==> src/rtl/regbank_pkg.sv <==
// ---------------------------------------------------------------------------
// regbank_pkg
// Shared defaults and helpers for the scoreboarded register bank.
//   DEF_WIDTH / DEF_DEPTH / DEF_NUM_RD / DEF_MAX_PEND : default parameters
//   reg_addr_t : register address type for the default depth
//   pend_w()   : bit width needed to hold a pend count of 0..MAX_PEND
// ---------------------------------------------------------------------------
package regbank_pkg;

  localparam int DEF_WIDTH    = 64;
  localparam int DEF_DEPTH    = 32;
  localparam int DEF_NUM_RD   = 2;
  localparam int DEF_MAX_PEND = 3;

  typedef logic [$clog2(DEF_DEPTH)-1:0] reg_addr_t;

  function automatic int pend_w(input int maxPend);
    return $clog2(maxPend + 1);
  endfunction

endpackage

==> src/rtl/regbank_sb_cnt.sv <==
// ---------------------------------------------------------------------------
// regbank_sb_cnt
// One outstanding-write counter for a single register.
//   i_clk   : clock, rising edge
//   i_rst_n : asynchronous active-low reset, clears the count
//   i_inc   : an issue targets this register this cycle
//   i_dec   : a writeback targets this register this cycle
//   o_full  : count == MAX_PEND (pre-edge)
//   o_nz    : count != 0 (pre-edge)
//   o_last  : only with REGBANK_SB_BYPASS_EN; the count is 1 and this
//             cycle's writeback retires it to 0
// ---------------------------------------------------------------------------
module regbank_sb_cnt
  import regbank_pkg::*;
#(
  parameter int MAX_PEND = DEF_MAX_PEND,
  localparam int PW      = pend_w(MAX_PEND)
) (
  input  logic i_clk,
  input  logic i_rst_n,
  input  logic i_inc,
  input  logic i_dec,
  output logic o_full,
`ifdef REGBANK_SB_BYPASS_EN
  output logic o_last,
`endif
  output logic o_nz
);

  logic [PW-1:0] r_cnt;
  logic [PW-1:0] w_delta;
  logic          w_decOk;
  logic          w_incOk;

  assign o_full = (r_cnt == PW'(MAX_PEND));
  assign o_nz   = (r_cnt != '0);

  // A writeback with nothing outstanding must not underflow the count.
  // An issue at full is still taken when a writeback frees a slot in the
  // same cycle, so the count simply holds at MAX_PEND.
  assign w_decOk = i_dec & o_nz;
  assign w_incOk = i_inc & (~o_full | w_decOk);

`ifdef REGBANK_SB_BYPASS_EN
  assign o_last = (r_cnt == PW'(1)) & w_decOk & ~w_incOk;
`endif

  // Delta of +1 / 0 / -1 feeding one adder; -1 is all ones.
  always_comb begin
    w_delta = '0;
    if (w_incOk && !w_decOk) begin
      w_delta = PW'(1);
    end else if (w_decOk && !w_incOk) begin
      w_delta = '1;
    end
  end

  always_ff @(posedge i_clk or negedge i_rst_n) begin
    if (!i_rst_n) begin
      r_cnt <= '0;
    end else begin
      r_cnt <= r_cnt + w_delta;
    end
  end

endmodule

==> src/rtl/regbank_sb.sv <==
// ---------------------------------------------------------------------------
// regbank_sb
// Multi-port register bank with register 0 hardwired to zero and a
// per-register outstanding-write scoreboard.
//   i_clk        : clock, rising edge
//   i_rst_n      : asynchronous active-low reset
//   i_ra         : NUM_RD read addresses, port i at slice i
//   o_rd         : NUM_RD read data words, port i at slice i
//   o_rd_hazard  : per port, the read register has outstanding writes
//   i_wen/i_wa/i_wd : writeback enable, address, data
//   i_iss_en     : issue of an instruction writing i_iss_rd
//   i_iss_rd     : issued destination register
//   o_iss_full   : pend count of i_iss_rd is at MAX_PEND
// Build option: define REGBANK_SB_BYPASS_EN for same-cycle write-through
// on the read ports (data and hazard). Without it reads see the pre-edge
// register contents and pend counts.
// ---------------------------------------------------------------------------
module regbank_sb
  import regbank_pkg::*;
#(
  parameter int WIDTH    = DEF_WIDTH,
  parameter int DEPTH    = DEF_DEPTH,
  parameter int NUM_RD   = DEF_NUM_RD,
  parameter int MAX_PEND = DEF_MAX_PEND,
  localparam int AW      = $clog2(DEPTH)
) (
  input  logic                    i_clk,
  input  logic                    i_rst_n,
  input  logic [NUM_RD*AW-1:0]    i_ra,
  output logic [NUM_RD*WIDTH-1:0] o_rd,
  output logic [NUM_RD-1:0]       o_rd_hazard,
  input  logic                    i_wen,
  input  logic [AW-1:0]           i_wa,
  input  logic [WIDTH-1:0]        i_wd,
  input  logic                    i_iss_en,
  input  logic [AW-1:0]           i_iss_rd,
  output logic                    o_iss_full
);

  logic [WIDTH-1:0] r_regFile [DEPTH];
  logic [DEPTH-1:0] w_full;
  logic [DEPTH-1:0] w_nz;
`ifdef REGBANK_SB_BYPASS_EN
  logic [DEPTH-1:0] w_last;
`endif

  // Entry 0 is never written after reset, so it always holds zero.
  always_ff @(posedge i_clk or negedge i_rst_n) begin
    if (!i_rst_n) begin
      for (int k = 0; k < DEPTH; k++) begin
        r_regFile[k] <= '0;
      end
    end else if (i_wen && (i_wa != '0)) begin
      r_regFile[i_wa] <= i_wd;
    end
  end

  // Register 0 is never tracked.
  assign w_full[0] = 1'b0;
  assign w_nz[0]   = 1'b0;
`ifdef REGBANK_SB_BYPASS_EN
  assign w_last[0] = 1'b0;
`endif

  for (genvar g = 1; g < DEPTH; g++) begin : g_cnt
    regbank_sb_cnt #(
      .MAX_PEND (MAX_PEND)
    ) u_cnt (
      .i_clk   (i_clk),
      .i_rst_n (i_rst_n),
      .i_inc   (i_iss_en && (i_iss_rd == AW'(g))),
      .i_dec   (i_wen && (i_wa == AW'(g))),
      .o_full  (w_full[g]),
`ifdef REGBANK_SB_BYPASS_EN
      .o_last  (w_last[g]),
`endif
      .o_nz    (w_nz[g])
    );
  end

  assign o_iss_full = w_full[i_iss_rd];

  for (genvar p = 0; p < NUM_RD; p++) begin : g_rd
    logic [AW-1:0] w_ra;
    assign w_ra = i_ra[p*AW +: AW];
`ifdef REGBANK_SB_BYPASS_EN
    logic w_wrHit;
    assign w_wrHit = i_wen && (i_wa == w_ra) && (w_ra != '0);
    assign o_rd[p*WIDTH +: WIDTH] = (w_ra == '0) ? '0 :
                                    w_wrHit      ? i_wd : r_regFile[w_ra];
    // Hazard drops early only when this write retires the last pending one.
    assign o_rd_hazard[p] = w_nz[w_ra] & ~w_last[w_ra];
`else
    assign o_rd[p*WIDTH +: WIDTH] = (w_ra == '0) ? '0 : r_regFile[w_ra];
    assign o_rd_hazard[p] = w_nz[w_ra];
`endif
  end

endmodule
==> config.mk <==
export PLATFORM = sky130hd
export DESIGN_NAME = regbank_sb
export DESIGN_NICKNAME = d
export VERILOG_FILES = /design/src/rtl/regbank_pkg.sv /design/src/rtl/regbank_sb_cnt.sv /design/src/rtl/regbank_sb.sv
export SDC_FILE = /design/constraint.sdc
export NUM_CORES = 2
export LEC_CHECK = 0
export CORE_MARGIN = 5
export CORE_UTILIZATION = 28
export CTS_CLUSTER_DIAMETER = 40
export DETAILED_ROUTE_END_ITERATION = 12
export PLACE_DENSITY_LB_ADDON = 0.05
export SLEW_MARGIN = 10
export SYNTH_ARGS = -nofsm -noshare
export SYNTH_HDL_FRONTEND = slang
export SYNTH_SLANG_ARGS = --single-unit
==> constraint.sdc <==
create_clock -name i_clk -period 3.6 [get_ports i_clk]
set_clock_uncertainty 0.15 [all_clocks]
set_input_delay 0.36 -clock i_clk [delete_from_list [all_inputs] [get_ports i_clk]]
set_output_delay 0.36 -clock i_clk [all_outputs]
set_load 0.01 [all_outputs]
After elaboration in Yosys (flattened, before gate mapping). Index checks and enable logic that the tools add are counted.

Register bits: 2110. Input port bits: 88. Output and inout bits: 131. Word-level logic and storage cells: 622.

$add $sub $neg: 31. $lt $le $gt $ge: 7. Eq/ne operators: 93. Mux-type cells: 79. Bitwise logic cells: 127. Reductions and logical operators: 222.

Operators with widths (count): $bwmux W2048 (1); $bmux W64 S5 (2); $mux W64 (7); $demux W64 S5 (1); $eq A5 B5 Y1 const B (32); $logic_and A1 B1 Y1 (126); $mux W2 (62); $eq A5 B4 Y1 const B (16); $add A2 B2 Y2 (31); $and A1 B1 Y1 (62); $eq A2 B2 Y1 const B (31); $logic_not A1 Y1 (62); $reduce_bool A2 Y1 (31); $eq A5 B3 Y1 const B (8); $not A1 Y1 (31); $or A1 B1 Y1 (31); $eq A5 B2 Y1 const B (4); $ge A6 B6 Y1 const B (3); $lt A5 B6 Y1 const B (3); $not A5 Y6 (3); $bmux W1 S5 (3); $eq A5 B1 Y1 const B (2); $logic_not A5 Y1 (2); $lt A6 B1 Y1 const B (1); other kinds (2) (4).

Longest topological paths before layout.
Depth after elaboration: 10. Depth in mapped cells: 10. Gate-level depth less buffers: 8.

By module. A second synthesis with hierarchy kept.

Cells, all modules: 7289. Area, all modules: 113017.1 um2.

By module, submodules not included: regbank_sb (times used 1, cells each 6855, area each 108711.8 um2, sequential area each 51249.2 um2); regbank_sb_cnt (times used 31, cells each 14, area each 138.9 um2, sequential area each 50.0 um2).

Least setup slack after synthesis. No wires, ideal clock.

Path kind: input to output. From: input port i_ra[6]. To: output port o_rd[85]. Arrival: 2.137 ns. Data required time: 3.090 ns. Setup slack: 0.953 ns. Stages: 7. Path buffers: 3. Cell sequence: buf_2 > buf_2 > buf_1 > mux4_2 > mux2_2 > a2111oi_0 > a221oi_1.

Cells in the longest elaborated chain, start to end: 5. Elaborated cells between the ends (all ways): 6. Classes of those cells: mux: 4; bitwise: 1; reduce/logical: 1.

RTL lines: from (decl) (line regbank_sb.sv:29) `input logic [NUM_RD*AW-1:0] i_ra,`; $not A5 Y6 (implied by the code) (line regbank_sb.sv:94) `assign o_rd[p*WIDTH +: WIDTH] = (w_ra == '0) ? '0 : r_regFile[w_ra];`; $bmux W64 S5 (line regbank_sb.sv:94); $mux W64 (implied by the code) (2 in a row) (line regbank_sb.sv:94); $mux W64 (*) (line regbank_sb.sv:94); to (decl) (line regbank_sb.sv:30) `output logic [NUM_RD*WIDTH-1:0] o_rd,`.

Every way passes the cells marked *; elsewhere a longest branch is shown, timed or not. The select of a mux whose other input is x is not followed.

Final worst setup path.
From: register r_regFile[60] (netlist name). To: output port o_rd[124].

Cells in the longest elaborated chain, start to end: 4.

RTL lines: from (decl) (line regbank_sb.sv:40) `logic [WIDTH-1:0] r_regFile [DEPTH];`; from (signal, indexed assignment) (line regbank_sb.sv:54) `r_regFile[i_wa] <= i_wd;`; $bmux W64 S5 (line regbank_sb.sv:94); $mux W64 (implied by the code) (2 in a row) (line regbank_sb.sv:94); $mux W64 (line regbank_sb.sv:94).

Every way passes these cells. The select of a mux whose other input is x is not followed.

==> results.json <==
{
  "outcome": "finished, final reports clean",
  "synth_flop_cell": "sky130_fd_sc_hd__dfrtp_1",
  "fin_total_pwr_mw": 96.7,
  "cts.sink_count": 2110,
  "drt_iter0_markers": 4951,
  "fill_cells": 38851,
  "seq_total_area_yosys_pct": 46.3,
  "share_of_cells_above_drive_strength_1_pct": 52.3,
  "synth-warning-count": 0,
  "grtUsageTotal_pct": 22.7,
  "area_of_the_multi_input_gates_um2": 58600,
  "cell_area_after_synthesis_um2": 114000,
  "final_min_period_over_clock_period_pct": 98.4,
  "cts_tree": "built",
  "chipWidth_um": 648,
  "worst_ep_required_time_ns": 3.09,
  "clock_pin_slew_worst_setup_and_hold_paths_ns": 0.05,
  "syn_nets": 8078,
  "ios": 219,
  "htree_num_levels": 5,
  "fmaxAchievable_mhz": 282,
  "gp_routability_congestion": 0.787,
  "first_global_vias": 84188,
  "slew-limit-headroom_pct": 16.8,
  "syn-instance-count": 7958,
  "sequential_cell_area_um2": 52800,
  "placeableCoreArea_um2": 406000,
  "yosys.cell_types.count": 66,
  "rsz_0062_raised_after_global_routing": "true",
  "worstPathMaxFanout": 3,
  "tightest_slew_ns": 1.24,
  "floorplan.die_area_um2": 421000,
  "numCtsBuffers": 483,
  "place_hpwl_um": 302000,
  "nNetsFinal": 8659,
  "critical_path_capture_point_type": "output port",
  "gr-total-overflow": 0,
  "worstSetupPathType": "flop to output port",
  "cts.path.max_buffers": 4,
  "clock_insertion_delay_worst_skew_ns": 0.98,
  "power_density_nw_per_um2": 658,
  "synthesis.area_per_instance_um2": 14.3,
  "areaGrowthSynthToFinish_pct": 28.7,
  "maxcap_viol_count": 0,
  "detail_route.vias_per_cell": 5.40,
  "routed_wire_length_per_instance_um": 33.7,
  "timing.critical_path.arrival_ns": 3.03,
  "die_h_um": 648,
  "cell_leakage_power_nw": 62.9,
  "finalHoldViolations": 0,
  "num_vias": 77830,
  "worst_hold_slack_ns": 0.143,
  "start_kind": "flop",
  "vdd_drop_max_uv": 414,
  "grt_max_degree": 149,
  "clockRootBuffer": "sky130_fd_sc_hd__clkbuf_16",
  "drtAntennaViolNets": 0,
  "finalWorstPathRequiredPeriod_ns": 3.54,
  "numPortBuffers": 218,
  "final_count_of_negative_setup_slack_endpoints": 0,
  "ys_async_sr_fraction_pct": 100,
  "grt_pass1_wl_um": 685000,
  "synth-edff-count": 0,
  "final-max-slew-violation-count": 0,
  "starting_density_pct": 28.1,
  "ys_ff_latch": 2110,
  "route.final.wire_length_um": 485000,
  "worstHoldPathType": "primary input to async pin",
  "drc": 0,
  "antenna_found_initial": 47,
  "row_count": 234,
  "drt_first_pass_iters": 6
}
[cells in the final DEF (no fill, tap or decap), drive strengths merged, types with 80 or more instances in the layout]
master,synthesis,layout
dfrtp,2110,2110
mux2,2030,2030
buf,439,839
mux4,785,785
mux2i,637,637
clkbuf,478,630
a221oi,223,223
nand2,162,162
clkinv,1,122
clkdlybuf4s50,0,103
o21ai,92,92
a221o,90,90
a21oi,87,87
bufinv,0,83
nor2b,81,81
nor2,80,80
[logic make-up after synthesis]
kind of cell | synth area share (%)
multiplexers | 41.1
flip-flops | 46.3
buffers and inverters | 3.76
AO/OA/AOI/OAI | 5.48
AND/OR/NAND/NOR | 2.56
adder cells (fa/ha/maj) | 0.588
XOR/XNOR | 0.246
[final timing paths]
| kind | to | slack (ns) | cells past startpoint | from |
|---|---|---|---|---|
| min reg2reg | r_regFile[2005] | 0.24 | 0 | r_regFile[2005] |
| min in group i_clk | r_regFile[2005] | 0.24 | 0 | r_regFile[2005] |
| min | r_regFile[1719] | 0.14 | 3 | i_rst_n |
| max | o_rd[124] | 0.06 | 6 | r_regFile[60] |
| max reg2reg | g_cnt[1].u_cnt.r_cnt[1] | 1.79 | 7 | g_cnt[1].u_cnt.r_cnt[1] |
| max in group asynchronous | g_cnt[21].u_cnt.r_cnt[0] | 1.89 | 3 | i_rst_n |
[where the power goes]
| part | switching, mW | internal (mW) |
|---|---|---|
| clock network | 15.1 | 32.4 |
| logic | 7.36 | 9.69 |
| registers | 3.68 | 28.5 |
[routing by layer]
metal  track usage (%)  up-vias  share of wire (%)
li1                  -    32274                  -
met1              30.3    42913                 44
met2              38.8     1881                 49
met3              2.64      752                3.6
met4              6.61       10                3.0
met5                 0        -              0.013
[synthesized netlist by cell type, types with 5 or more instances]
master,count,area (um2)
sky130_fd_sc_hd__mux2_2,2000,22500
sky130_fd_sc_hd__nor2_1,79,297
sky130_fd_sc_hd__nand3_1,38,190
sky130_fd_sc_hd__nor3_1,28,140
sky130_fd_sc_hd__a22oi_1,14,105
sky130_fd_sc_hd__mux2i_1,637,6380
sky130_fd_sc_hd__buf_2,304,1520
sky130_fd_sc_hd__a221oi_1,223,1950
sky130_fd_sc_hd__buf_4,67,503
sky130_fd_sc_hd__a21o_1,12,90.1
sky130_fd_sc_hd__xor2_1,22,193
sky130_fd_sc_hd__a221o_1,90,901
sky130_fd_sc_hd__a211o_1,6,52.6
sky130_fd_sc_hd__a2111oi_2,13,195
sky130_fd_sc_hd__o2111ai_1,7,61.3
sky130_fd_sc_hd__buf_1,43,161
sky130_fd_sc_hd__o211ai_1,8,60.1
sky130_fd_sc_hd__maj3_1,27,270
sky130_fd_sc_hd__and4b_1,8,80.1
sky130_fd_sc_hd__xnor2_1,10,87.6
sky130_fd_sc_hd__nand4_1,8,50.1
sky130_fd_sc_hd__a31o_2,10,87.6
sky130_fd_sc_hd__a211oi_1,14,105
sky130_fd_sc_hd__clkbuf_1,478,1790
sky130_fd_sc_hd__and2b_1,5,37.5
sky130_fd_sc_hd__a21oi_1,87,435
sky130_fd_sc_hd__o21ai_0,92,460
sky130_fd_sc_hd__nand3b_1,5,37.5
sky130_fd_sc_hd__dfrtp_1,2110,52800
sky130_fd_sc_hd__or3_1,34,213
sky130_fd_sc_hd__inv_1,7,26.3
sky130_fd_sc_hd__nand2_1,162,608
sky130_fd_sc_hd__mux4_2,785,17700
sky130_fd_sc_hd__ha_1,32,400
sky130_fd_sc_hd__o31ai_1,52,390
sky130_fd_sc_hd__mux2_1,30,338
sky130_fd_sc_hd__nand2b_1,34,213
sky130_fd_sc_hd__a31oi_1,55,344
sky130_fd_sc_hd__and3_1,60,375
sky130_fd_sc_hd__a2111oi_0,48,420
sky130_fd_sc_hd__buf_6,25,282
sky130_fd_sc_hd__o22ai_1,67,419
sky130_fd_sc_hd__nor2b_1,81,507
[sequential cells by signal, summed over array words and instances, names as in the netlist]
register and count:
g_cnt.u_cnt.r_cnt 62, r_regFile 2048
[final cells by class]
class	instances	share of cell area, %
Sequential cell	2110	35.9
Multi-Input combinational cell	4922	39.9
Clock buffer	626	9.24
Clock inverter	284	2.75
Timing Repair Buffer	1013	7.49
Tap cell	5428	4.62
Inverter	9	0.0366
Antenna cell	17	0.0290
[what timing repair did]
action	4_1_cts	5_1_grt
buffers inserted	51	1
pin swaps	34	12
endpoints found under the setup margin	108	32
endpoints found under the hold margin	1733	0
resized for setup	442	39
hold buffers	2	0
[per-stage QoR]
stage / setup WS [ns] / utilization (%) / instances / TNS, ns / area, um2
finish: 0.0577 / 36.2 / 14409 / 0 / 147000
floorplan: 0.953 / - / 7958 / 0 / 114000
CTS: -0.0382 / 36.1 / 14391 / -0.0382 / 147000
detailed placement: -0.546 / 31.5 / 13436 / -9.16 / 128000
global route: -0.0413 / 36.2 / 14403 / -0.0864 / 147000
global placement: -0.526 / 31.5 / 13436 / -10.48 / 128000
[critical path, stage by stage (launching register included)]
cell and delay [ns]:
sky130_fd_sc_hd__dfrtp_1 0.39, sky130_fd_sc_hd__mux4_2 0.50, sky130_fd_sc_hd__mux2_4 0.29, sky130_fd_sc_hd__a2111oi_4 0.47, sky130_fd_sc_hd__buf_4 0.19, sky130_fd_sc_hd__a221oi_2 0.03, sky130_fd_sc_hd__buf_2 0.19
No activity file was read; power rests on OpenSTA's default activity.
